==> config.mk <==
export PLATFORM = sky130hd
export DESIGN_NAME = alu_exec_unit
export DESIGN_NICKNAME = d
export VERILOG_FILES = /design/src/rtl/alu_exec_unit_pkg.sv /design/src/rtl/alu_exec_unit_comb.sv /design/src/rtl/alu_exec_unit.sv
export SDC_FILE = /design/constraint.sdc
export NUM_CORES = 1
export LEC_CHECK = 0
export ABC_AREA = 1
export CAP_MARGIN = 0
export CORE_MARGIN = 4
export CORE_UTILIZATION = 54
export DETAILED_ROUTE_END_ITERATION = 6
export PLACE_DENSITY = 0.79
export SYNTH_ARGS = -nofsm -noshare
export SYNTH_HDL_FRONTEND = slang
export SYNTH_SLANG_ARGS = --single-unit
==> constraint.sdc <==
create_clock -name clk -period 2 [get_ports clk]
set_input_delay 0.2 -clock clk [delete_from_list [all_inputs] [get_ports clk]]
set_output_delay 0.2 -clock clk [all_outputs]
set_load 0.05 [all_outputs]
==> src/rtl/alu_exec_unit_pkg.sv <==
// Shared definitions for the ALU execute stage: opcode map (also used by the
// ALU control decoder), FSM state encoding and the default datapath width.
package alu_exec_unit_pkg;

    localparam int XLEN_DEFAULT = 32;

    localparam logic [3:0] ALU_ADD = 4'b0000;
    localparam logic [3:0] ALU_SUB = 4'b0001;
    localparam logic [3:0] ALU_AND = 4'b0011;
    localparam logic [3:0] ALU_OR  = 4'b0100;
    localparam logic [3:0] ALU_XOR = 4'b0101;
    localparam logic [3:0] ALU_SLT = 4'b0110;
    localparam logic [3:0] ALU_EQU = 4'b0111;
    localparam logic [3:0] ALU_SLL = 4'b1000;
    localparam logic [3:0] ALU_SRL = 4'b1001;
    localparam logic [3:0] ALU_SRA = 4'b1010;

    localparam logic [1:0] ST_IDLE  = 2'd0;
    localparam logic [1:0] ST_SHIFT = 2'd1;
    localparam logic [1:0] ST_DONE  = 2'd2;

    function automatic logic isShift(input logic [3:0] code);
        return (code == ALU_SLL) || (code == ALU_SRL) || (code == ALU_SRA);
    endfunction

endpackage

==> src/rtl/alu_exec_unit_comb.sv <==
// Single-cycle ALU operations; unknown codes (shifts included) yield zero
// here because shifts are produced by the iterative path in the top level.
module alu_comb_core
    import alu_exec_unit_pkg::*;
#(
    parameter int XLEN = XLEN_DEFAULT
) (
    input  logic [3:0]      alu_control,
    input  logic [XLEN-1:0] op_a,
    input  logic [XLEN-1:0] op_b,
    output logic [XLEN-1:0] result
);

    always_comb begin
        result = '0;
        case (alu_control)
            ALU_ADD: result = op_a + op_b;
            ALU_SUB: result = op_a - op_b;
            ALU_AND: result = op_a & op_b;
            ALU_OR:  result = op_a | op_b;
            ALU_XOR: result = op_a ^ op_b;
            ALU_SLT: result = {{(XLEN-1){1'b0}}, ($signed(op_a) < $signed(op_b))};
            ALU_EQU: result = {{(XLEN-1){1'b0}}, (op_a == op_b)};
            default: result = '0;
        endcase
    end

endmodule

==> src/rtl/alu_exec_unit.sv <==
// Registered execute stage: single-cycle ops via alu_comb_core, shifts one
// bit per cycle, result/zero presented through a valid/ready output.
module alu_exec_unit
    import alu_exec_unit_pkg::*;
#(
    parameter int XLEN = XLEN_DEFAULT
) (
    input  logic            clk,
    input  logic            rst,
    input  logic            in_valid,
    output logic            in_ready,
    input  logic [3:0]      alu_control,
    input  logic [XLEN-1:0] op_a,
    input  logic [XLEN-1:0] op_b,
    output logic            out_valid,
    input  logic            out_ready,
    output logic [XLEN-1:0] result,
    output logic            zero
);

    localparam int SHAMT_W = $clog2(XLEN);

    logic [1:0]         state_q, state_d;
    logic [XLEN-1:0]    accum_q, accum_d;
    logic [SHAMT_W-1:0] cnt_q, cnt_d;
    logic [3:0]         shiftOp_q, shiftOp_d;
    logic [XLEN-1:0]    result_q, result_d;
    logic               zero_q, zero_d;

    logic [XLEN-1:0]    coreResult;
    logic [XLEN-1:0]    shifted;
    logic [SHAMT_W-1:0] shamt;
    logic               accept;

    alu_comb_core #(.XLEN(XLEN)) u_core (
        .alu_control (alu_control),
        .op_a        (op_a),
        .op_b        (op_b),
        .result      (coreResult)
    );

    // Draining DONE and accepting a new op can happen on the same edge.
    assign in_ready  = (state_q == ST_IDLE) || ((state_q == ST_DONE) && out_ready);
    assign accept    = in_valid && in_ready;
    assign shamt     = op_b[SHAMT_W-1:0];
    assign out_valid = (state_q == ST_DONE);
    assign result    = result_q;
    assign zero      = zero_q;

    always_comb begin
        shifted = accum_q;
        case (shiftOp_q)
            ALU_SLL: shifted = accum_q << 1;
            ALU_SRL: shifted = accum_q >> 1;
            default: shifted = {accum_q[XLEN-1], accum_q[XLEN-1:1]};
        endcase
    end

    always_comb begin
        state_d   = state_q;
        accum_d   = accum_q;
        cnt_d     = cnt_q;
        shiftOp_d = shiftOp_q;
        result_d  = result_q;
        zero_d    = zero_q;
        case (state_q)
            ST_SHIFT: begin
                accum_d = shifted;
                cnt_d   = cnt_q - SHAMT_W'(1);
                if (cnt_q == SHAMT_W'(1)) begin
                    result_d = shifted;
                    zero_d   = (shifted == '0);
                    state_d  = ST_DONE;
                end
            end
            default: begin
                if (accept) begin
                    if (isShift(alu_control)) begin
                        accum_d   = op_a;
                        cnt_d     = shamt;
                        shiftOp_d = alu_control;
                        if (shamt == '0) begin
                            result_d = op_a;
                            zero_d   = (op_a == '0);
                            state_d  = ST_DONE;
                        end else begin
                            state_d = ST_SHIFT;
                        end
                    end else begin
                        result_d = coreResult;
                        zero_d   = (coreResult == '0);
                        state_d  = ST_DONE;
                    end
                end else if ((state_q == ST_DONE) && out_ready) begin
                    state_d = ST_IDLE;
                end
            end
        endcase
    end

    always_ff @(posedge clk or posedge rst) begin
        if (rst) begin
            state_q   <= ST_IDLE;
            accum_q   <= '0;
            cnt_q     <= '0;
            shiftOp_q <= ALU_SLL;
            result_q  <= '0;
            zero_q    <= 1'b1;
        end else begin
            state_q   <= state_d;
            accum_q   <= accum_d;
            cnt_q     <= cnt_d;
            shiftOp_q <= shiftOp_d;
            result_q  <= result_d;
            zero_q    <= zero_d;
        end
    end

endmodule

==> results of run 1 <==
==> stage by stage <==
step | TNS [ps] | hold WS, ps | std cells | instance area [µm²]
CTS | -2580 | 205 | 2646 | 18200
detailed placement | -39310 | 469 | 2518 | 14900
global placement | -36830 | 459 | 2518 | 14900
floorplan | -3260 | 321 | 1836 | 11000
==> synth_stat cells (all sizes together) (2+ instances only) <==
cell	number	area, µm²
nor3	19	100
buf	41	249
or2	24	150
a21oi	68	348
a221oi	14	123
ha	115	1440
and2	2	12.5
o211ai	9	67.6
clkbuf	24	90.1
nand3b	2	15.0
nand3	186	946
o221ai	28	245
nand4	27	169
nand2	523	2000
a41oi	2	17.5
nor4	7	43.8
inv	327	1230
o21bai	8	60.1
and3	2	12.5
a21boi	7	52.6
fa	2	40.0
dfrtp	74	1850
a31oi	2	12.5
clkinv	4	15.0
o22ai	18	113
o21a	25	188
nor2	177	709
o21ai	95	475
dfstp	2	52.6
==> cells by family after synthesis <==
family                   Yosys count  synth area share, %
AND/OR/NAND/NOR                  970                 38.5
buffers and inverters            396                 14.6
AO/OA/AOI/OAI                    276                 15.7
adder cells (fa/ha/maj)          117                 13.6
flip-flops                        76                 17.6
XOR/XNOR                           1               0.0808
==> repair_timing <==
item	CTS
setup buffers	118
endpoints found under the hold margin	0
gates resized for setup	836
cloned	2
endpoints found under the setup margin	37
pin swaps	195
==> layer usage <==
metal	track usage, %	overflow
met5	12.0	0
met4	63.2	3
met2	85.8	3
met1	62.6	0
met3	40.8	0
==> results.py, run 1 <==
metrics = {
    "outcome": {
        "status": "stopped before the end",
        "failed_stage": "5_1_grt",
        "error_line": "[ERROR GRT-0116] Global routing finished with congestion. Check the congestion regions in the DRC Viewer.",
    },
    "cts": {
        "numCtsBuffers": 9,
        "clockRootBuffer": "clkbuf_16",
        "cts.hold.buffers_added": 0,
        "cts.sinks": 76,
        "htreeDepth": 3,
        "clockBufferDepth": 2,
    },
    "floorplan": {
        "die_h_um": 150,
        "initial_core_util_pct": 55.4,
        "rows": 51,
        "die_w_um": 150,
        "boundaryPins": 107,
    },
    "synth": {
        "syn_nets": 2025,
        "ys.flop_type": "dfrtp_1",
        "ys_seq_area_share_pct": 17.6,
        "synth_edf_count": 0,
        "synthesis.area_per_instance_um2": 5.91,
        "yosysWarnings": 0,
        "postSynthCellCount": 1836,
        "synth.distinct_cells": 41,
        "synth-seq-cells": 76,
        "mappedNetlistArea_um2": 10800,
        "async_reset_ff_share_pct": 100,
    },
    "grt": {
        "grt_pass1_vias": 19400,
        "grt_max_degree": 39,
        "overflow": 6,
        "grt_pass1_wl_um": 108000,
        "track_usage_pct": 63.2,
    },
    "placement": {
        "gp_congestion": 1.08,
        "hpwlAfterDp_um": 38300,
        "pre_cts_ws_ps": -1370,
        "portBuffers": 106,
    },
}
==> inputs of run 2 (changes only) <==
--- a/config.mk
+++ b/config.mk
@@ -8,9 +8,9 @@
 export ABC_AREA = 1
 export CAP_MARGIN = 0
 export CORE_MARGIN = 4
-export CORE_UTILIZATION = 54
+export CORE_UTILIZATION = 40
 export DETAILED_ROUTE_END_ITERATION = 6
-export PLACE_DENSITY = 0.79
+export PLACE_DENSITY_LB_ADDON = 0.15
 export SYNTH_ARGS = -nofsm -noshare
 export SYNTH_HDL_FRONTEND = slang
 export SYNTH_SLANG_ARGS = --single-unit
==> constraint.sdc (replaced) <==
create_clock -name clk -period 2.6 [get_ports clk]
set_input_delay 0.26 -clock clk [delete_from_list [all_inputs] [get_ports clk]]
set_output_delay 0.26 -clock clk [all_outputs]
set_load 0.05 [all_outputs]
==> run 2 against run 1 <==
Net effect:
- the flow now finishes, with violations (design-rule violations)
- area after synthesis unchanged
- synthesized cell count unchanged
==> results.py, run 2 <==
metrics = {
    "cts": {
        "cts.sinks": 76,
        "clkLatencyLatePin_ps": 340,
        "clockRootBuffer": "clkbuf_16",
        "clockBufferDepth": 2,
        "cts_tree": "built",
        "numCtsBuffers": 9,
        "htreeDepth": 3,
        "clk_pin_slew_ps": 60,
        "cts.hold.buffers_added": 0,
    },
    "critical_path": {
        "required_ps": 2870,
        "slowest_stage": "clkdlybuf4s50_1",
        "reg2reg_depth": 11,
        "crit_buf_inv": 3,
        "reg2reg_slack_ps": 260,
        "cp_num_cells": 16,
        "r2r_end": "zero",
        "cp_slowest_stage_delay_ps": 550,
        "crit_arrival_ps": 2760,
        "cp_max_fo": 10,
        "end_kind": "register",
        "cp-start-kind": "primary input",
        "crit_chain": "clkdlybuf4s50_1 -> nor2_1 -> nand2_2 -> buf_12 -> buf_4 -> o22ai_1 -> nand3b_1 -> nor2_2 -> nand3_2 -> nor2_4 -> nand2_2 -> nor3_4 -> nand3_1 -> nand2_1 -> nand2_1 -> a21oi_2",
        "r2r_start": "shiftOp_q[3]",
        "critPathKind": "in -> reg",
        "crit_family": "simple AND/OR/NAND/NOR gates",
    },
    "finish": {
        "final_util_pct": 64.6,
        "final_common_cell": "nand2_1",
        "drive_gt1_share_pct": 37.9,
        "layout_common_cells": "nand2_1, buf_4, inv_1",
        "fillers": 2520,
        "area_growth_pct": 59.6,
        "final_cell_area_um2": 17300,
        "nets": 2506,
        "multi_input_area_um2": 8960,
        "instances_no_fill": 2663,
        "regArea_um2": 1900,
        "antennaDiodeCount": 0,
    },
    "sta": {
        "finalCriticalPeriod_ps": 2490,
        "report.final.setup_viol": 0,
        "min_period_over_period_pct": 95.9,
        "fmax_mhz": 401,
        "finClkSkew_ps": 4.01,
        "timing.setup.tns_ps": 0,
        "slew_violations": 0,
        "hold_violations": 0,
        "tightestPinTransition_ps": 628,
        "slew_headroom_pct": 57.7,
    },
    "drt": {
        "drt-wirelength-per-cell_um": 18.6,
        "drt_iter0_markers": 1160,
        "routed_wl_um": 49500,
        "drc": 2,
        "firstDrtPassIters": 7,
        "via_per_inst": 5.34,
        "vias": 14200,
        "ant_nets": 0,
    },
    "synth": {
        "yosysWarnings": 0,
        "ys.flop_type": "dfrtp_1",
        "synthTopCellsByArea": "nand2_1, dfrtp_1, ha_1",
        "yosysMostFrequentCell": "nand2_1",
        "synth_common_cells": "nand2_1, inv_1, nand3_1",
        "synthesis.area_per_instance_um2": 5.91,
        "ys_seq_area_share_pct": 17.6,
        "synth.top_cell.area_share_pct": 17.6,
        "synth_edf_count": 0,
        "yosysTopAreaCell": "nand2_1",
        "syn_nets": 2025,
        "postSynthCellCount": 1836,
        "synth-seq-cells": 76,
        "mappedNetlistArea_um2": 10800,
        "synth.distinct_cells": 41,
        "async_reset_ff_share_pct": 100,
    },
    "placement": {
        "placed_cell_area_um2": 15100,
        "hpwlAfterDp_um": 40100,
        "placed_cells": 2621,
        "portBuffers": 106,
        "gp_congestion": 0.971,
    },
    "floorplan": {
        "core_um2": 26800,
        "rows": 60,
        "initial_core_util_pct": 40.5,
        "die_w_um": 173,
        "die_h_um": 173,
        "boundaryPins": 107,
        "dieArea_um2": 29800,
    },
    "grt": {
        "antenna_found_initial": 0,
        "overflow": 0,
        "track_usage_pct": 31.4,
        "grt_pass1_vias": 13600,
        "grt_pass1_wl_um": 75400,
        "grt_max_degree": 53,
    },
    "pwr": {
        "p_leak_nw": 9.24,
        "power_density_nw_per_um2": 580,
        "peakVddDrop_uv": 506,
    },
    "worst_hold_path": {
        "worstHoldPathType": "in -> async",
    },
    "outcome": {
        "violations": "design-rule violations",
        "status": "finished, violations left",
    },
    "job": {
        "cap_violations": 0,
    },
}
==> run 2: kinds of logic after synthesis <==
| kind of cell | Yosys count | synth area share, % |
|---|---|---|
| AO/OA/AOI/OAI | 276 | 15.7 |
| flip-flops | 76 | 17.6 |
| XOR/XNOR | 1 | 0.0808 |
| adder cells (fa/ha/maj) | 117 | 13.6 |
| AND/OR/NAND/NOR | 970 | 38.5 |
| buffers and inverters | 396 | 14.6 |
==> run 2: power by group <==
| part | switching (mW) | total [mW] | internal, mW | leakage (nW) |
|---|---|---|---|---|
| Sequential | 0.333 | 2.10 | 1.76 | 0.919 |
| Combinational | 4.16 | 6.72 | 2.56 | 8.18 |
| Clock | 0.498 | 1.22 | 0.724 | 0.138 |
| Total | 4.99 | 10.0 | 5.04 | 9.24 |
==> run 2: what timing repair did <==
| action | in CTS | in global routing |
|---|---|---|
| setup buffers | 10 | 17 |
| gates resized for setup | 301 | 232 |
| endpoints found under the setup margin | 26 | 22 |
| pin swaps | 67 | 90 |
==> run 2: cell type report <==
cell class                 count  area share [%]
clock inverter                 3           0.116
multi-input combinational   1364            51.8
sequential                    76            11.0
timing repair buffer         535            25.9
inverter                     331            7.22
clock buffer                  13            1.56
tap                          341            2.47
==> run 2: how the worst max path moves through the flow <==
stage / startpoint / end / slack [ps]
after global routing: op_a[9] / zero / -30
after CTS: op_b[19] / zero / -10
final: alu_control[3] / zero / 110
after detailed placement: op_a[9] / zero / -810
after floorplan: state_q[1] / result[25] / 150
after global placement: op_a[0] / zero / -820
==> run 2: per-layer routing <==
metal,share of wire (%),vias to the layer above,wire length [µm],GRT usage [%]
li1,-,6853,-,-
met1,43,6705,21300,42.1
met2,47,562,23300,54.1
met3,5.7,106,2830,2.78
met4,4.1,0,2020,9.68
met5,0,-,0,0
==> run 2: per-stage QoR <==
stage                     hold WS (ps)  setup slack (ps)  power [mW]
final                              275               106        10.0
after global routing               313             -26.8        10.7
after CTS                          291             -10.6        9.76
after detailed placement           469              -808        8.22
after global placement             465              -817        8.17
after floorplan                    381               152        5.73
(Power assumes the default switching activity.)
==> inputs of run 3 (changes only) <==
--- a/config.mk
+++ b/config.mk
@@ -7,7 +7,6 @@
 export LEC_CHECK = 0
 export ABC_AREA = 1
 export CAP_MARGIN = 0
-export CORE_MARGIN = 4
 export CORE_UTILIZATION = 40
 export DETAILED_ROUTE_END_ITERATION = 6
 export PLACE_DENSITY_LB_ADDON = 0.15
==> run 3 against run 2 <==
Net effect:
- the run now ends clean
- sequential cell count did not move
- register-to-register slack got worse by 120 ps
- non-clock buffer count rose by 36
- global-route usage rose by 4.6 points
- sequential power barely moved
- critical endpoint unchanged
==> results.py, run 3 (synthesized netlist as in run 2, its figures left out) <==
metrics = {
    "drt": {
        "via_per_inst": 5.40,
        "vias": 14500,
        "drt_iter0_markers": 1204,
        "routed_wl_um": 51300,
        "firstDrtPassIters": 5,
        "drt-wirelength-per-cell_um": 19.1,
        "drc": 0,
        "ant_nets": 0,
    },
    "finish": {
        "antennaDiodeCount": 0,
        "final_util_pct": 67.4,
        "drive_gt1_share_pct": 40.3,
        "area_growth_pct": 63.8,
        "layout_common_cells": "buf_4, nand2_1, inv_1",
        "nets": 2542,
        "final_common_cell": "buf_4",
    },
    "critical_path": {
        "reg2reg_depth": 12,
        "end_kind": "register",
        "cp_max_fo": 4,
        "crit_arrival_ps": 2840,
        "cp-start-kind": "primary input",
        "critPathKind": "in -> reg",
        "required_ps": 2870,
    },
    "pwr": {
        "p_leak_nw": 9.42,
        "power_density_nw_per_um2": 593,
        "peakVddDrop_uv": 664,
    },
    "floorplan": {
        "die_w_um": 167,
        "rows": 59,
        "core_um2": 26400,
        "die_h_um": 167,
        "dieArea_um2": 27800,
        "boundaryPins": 107,
        "initial_core_util_pct": 41.2,
    },
    "cts": {
        "cts_tree": "built",
        "clkLatencyLatePin_ps": 340,
        "htreeDepth": 3,
        "clk_pin_slew_ps": 60,
        "clockRootBuffer": "clkbuf_16",
        "cts.sinks": 76,
        "cts.hold.buffers_added": 0,
        "clockBufferDepth": 2,
        "numCtsBuffers": 9,
    },
    "placement": {
        "gp_congestion": 1.02,
        "pre_cts_ws_ps": -1170,
        "hpwlAfterDp_um": 41400,
        "portBuffers": 106,
    },
    "sta": {
        "setup_ws_ps": 32.6,
        "slew_violations": 0,
        "timing.setup.tns_ps": 0,
        "slew_headroom_pct": 50.0,
        "fmax_mhz": 390,
        "finClkSkew_ps": 7.25,
        "finalCriticalPeriod_ps": 2570,
        "min_period_over_period_pct": 98.7,
        "hold_violations": 0,
        "report.final.setup_viol": 0,
        "tightestPinTransition_ps": 749,
    },
    "job": {
        "cap_violations": 0,
    },
    "grt": {
        "track_usage_pct": 36.0,
        "overflow": 0,
        "grt_pass1_wl_um": 77500,
        "grtUsageMet3_pct": 3.40,
        "grt_pass1_vias": 14100,
        "gr-usage-met1_pct": 45.6,
        "top_usage_layer": "met2",
        "grt.met2_usage_pct": 60.4,
        "grt_max_degree": 47,
        "antenna_found_initial": 0,
    },
    "worst_hold_path": {
        "worstHoldPathType": "in -> async",
    },
    "outcome": {
        "status": "complete, no violations",
    },
}
run 3: layout make-up:
type	count	area, µm²
Fill cell	2421	8590
Multi-Input combinational cell	1364	9040
Timing Repair Buffer	571	4800
Clock inverter	5	108
Sequential cell	76	1900
Clock buffer	11	243
Inverter	331	1250
Tap cell	335	419
run 3: power by group:
part / leakage (nW) / switching (mW) / internal [mW]
clock: 0.170 / 0.516 / 0.970
sequential: 0.919 / 0.345 / 1.76
combinational: 8.34 / 4.29 / 2.65
run 3: metrics by stage:
stage	power [mW]	std cells	cell area (µm²)	hold WS [ps]
floorplan	5.73	1836	10900	381
finish	10.5	2693	17800	350
global route	11.2	2693	17800	417
detailed placement	8.23	2617	15100	464
global placement	8.15	2617	15100	464
CTS	10.1	2662	16600	381
run 3: worst max-delay path: stages:
cell and delay [ps]:
clkdlybuf4s50_1 510, inv_1 90, ha_4 300, buf_8 120, clkinvlp_4 130, a21oi_2 200, nand3_2 140, nor2_4 120
nand3_2 80, nand3_2 90, nand2_2 80, nor3_4 290, nand3_2 130, nand2_1 80, nand2_1 60, a21oi_2 150
run 3: path summary, 6_finish.rpt:
path                              startpoint            to  slack (ps)
min in group clk                    op_a[15]   accum_q[15]         400
worst min-delay path                     rst      cnt_q[2]         350
worst max-delay path                op_b[31]          zero          30
worst max register to register  shiftOp_q[3]          zero         140
max in group asynchronous                rst   accum_q[24]        1600
worst min register to register  shiftOp_q[3]  shiftOp_q[3]         480
run 3: repair_timing:
action                     in CTS  in global routing
pin swaps                      51                118
resized for setup             275                347
setup endpoints to repair      26                 23
setup buffers                  29                 31
run 3: layer usage:
metal | wire length (µm) | part of all wire [%]
met5 | 0 | 0
met4 | 3320 | 6.5
met3 | 2780 | 5.4
met2 | 23900 | 47
met1 | 21300 | 42
==> inputs of run 4 (changes only) <==
--- a/config.mk
+++ b/config.mk
@@ -7,9 +7,11 @@
 export LEC_CHECK = 0
 export ABC_AREA = 1
 export CAP_MARGIN = 0
+export CORE_MARGIN = 8
 export CORE_UTILIZATION = 40
 export DETAILED_ROUTE_END_ITERATION = 6
 export PLACE_DENSITY_LB_ADDON = 0.15
+export SKIP_LAST_GASP = 1
 export SYNTH_ARGS = -nofsm -noshare
 export SYNTH_HDL_FRONTEND = slang
 export SYNTH_SLANG_ARGS = --single-unit
==> run 4 against run 3 <==
Net effect:
- sequential cell count unchanged
- setup slack improved by 89 ps
- critical path depth is 5 lower
- global-route usage down 7.2 points
- highest routed layer unchanged
- critical endpoint unchanged
- first-iteration DRC count fell by 1.4%
- cell area fell by 3.4%
- clock power is 15% lower
- clock skew rose by 1.7 ps
- routed wire length shrank 3.4%
==> results.py, run 4 (synthesized netlist as in run 2, its figures left out) <==
metrics = {
    "outcome": {
        "status": "complete, no violations",
    },
    "sta": {
        "hold_violations": 0,
        "tightestPinTransition_ps": 612,
        "finalCriticalPeriod_ps": 2480,
        "fmax_mhz": 404,
        "slew_headroom_pct": 58.8,
        "report.final.setup_viol": 0,
        "slew_violations": 0,
        "min_period_over_period_pct": 95.3,
        "finClkSkew_ps": 8.97,
    },
    "drt": {
        "drc": 0,
        "ant_nets": 0,
        "vias": 14000,
        "drt-wirelength-per-cell_um": 18.8,
        "firstDrtPassIters": 6,
        "via_per_inst": 5.31,
        "drt_iter0_markers": 1187,
        "routed_wl_um": 49600,
    },
    "critical_path": {
        "cp-startpoint": "shiftOp_q[3]",
        "crit_arrival_ps": 2750,
        "end_kind": "register",
        "cp-start-kind": "register",
        "r2r_start": "shiftOp_q[3]",
        "cp_max_fo": 61,
        "reg2reg_slack_ps": 120,
        "required_ps": 2870,
        "critPathKind": "reg -> reg",
    },
    "placement": {
        "portBuffers": 106,
        "gp_congestion": 0.988,
        "placed_cell_area_um2": 15000,
        "hpwlAfterDp_um": 39800,
    },
    "finish": {
        "final_cell_area_um2": 17200,
        "final_util_pct": 64.0,
        "layout_common_cells": "nand2_1, buf_4, inv_1",
        "antennaDiodeCount": 0,
        "final_common_cell": "nand2_1",
        "drive_gt1_share_pct": 36.4,
        "nets": 2484,
        "area_growth_pct": 58.2,
        "fillers": 2582,
    },
    "job": {
        "cap_violations": 0,
    },
    "floorplan": {
        "initial_core_util_pct": 40.5,
        "core_um2": 26800,
        "die_w_um": 181,
        "rows": 60,
        "boundaryPins": 107,
        "dieArea_um2": 32600,
        "die_h_um": 181,
    },
    "cts": {
        "clkLatencyLatePin_ps": 340,
        "numCtsBuffers": 9,
        "cts_tree": "built",
        "cts.sinks": 76,
        "htreeDepth": 3,
        "clk_pin_slew_ps": 60,
        "clockRootBuffer": "clkbuf_16",
        "cts.hold.buffers_added": 0,
        "clockBufferDepth": 2,
    },
    "pwr": {
        "p_leak_nw": 9.18,
        "power_density_nw_per_um2": 583,
        "peakVddDrop_uv": 533,
    },
    "worst_hold_path": {
        "worstHoldPathType": "in -> async",
    },
    "grt": {
        "antenna_found_initial": 0,
        "grt_pass1_vias": 13600,
        "track_usage_pct": 28.8,
        "grt_pass1_wl_um": 75000,
        "overflow": 0,
        "grt_max_degree": 77,
    },
}
[run 4: report_power, final]
part	total (mW)	switching (mW)	internal, mW
Clock	1.26	0.512	0.744
Sequential	2.10	0.333	1.76
Combinational	6.66	4.12	2.54
[run 4: worst paths after layout]
check,end,depth (start not counted)
worst max-delay path,zero,11
worst min-delay path,result[5],3
worst max register to register,zero,11
worst min register to register,shiftOp_q[3],2
max in group asynchronous,zero,3
min in group clk,cnt_q[1],4
[run 4: layer usage]
layer	up-vias	routed length (µm)	share of wire [%]	GRT usage [%]
met1	6579	21400	43	37.1
met4	0	2480	5.0	12.3
met2	544	22700	46	47.7
met3	117	2960	6.0	3.61
met5	-	0	0	0
li1	6790	-	-	-
[run 4: timing repair]
item / CTS / global route
setup endpoints to repair: 26 / 21
setup buffers: 12 / 20
pin swaps: 64 / 94
gates resized for setup: 271 / 255
[run 4: worst max-delay path, stage by stage (launching register included)]
cell and delay (ps):
dfstp_2 520, inv_1 40, nor2_1 90, nand2_1 100, nor2_4 110, buf_12 230, inv_1 120, a21oi_1 140
inv_1 110, nor4_1 460, a41oi_1 270, a21oi_2 190
[run 4: metrics by stage]
step                      total power [mW]  cells  hold WS, ps  setup WS, ps  TNS [ps]
final                                 10.0   2641          300           122         0
after global routing                  10.6   2641          370         -28.4     -28.4
after CTS                             9.72   2621          335          3.36         0
after detailed placement              8.16   2594          474          -919    -16260
after global placement                8.11   2594          461          -859    -16020
after floorplan                       5.73   1836          381           152         0
[run 4: layout make-up]
cell class / instances / area [µm²] / share of cell area, %
Timing Repair Buffer: 513 / 4410 / 25.7
Sequential cell: 76 / 1900 / 11.1
Inverter: 331 / 1250 / 7.26
Multi-Input combinational cell: 1364 / 8880 / 51.8
Tap cell: 341 / 427 / 2.49
Clock buffer: 10 / 229 / 1.33
Clock inverter: 6 / 65.1 / 0.379
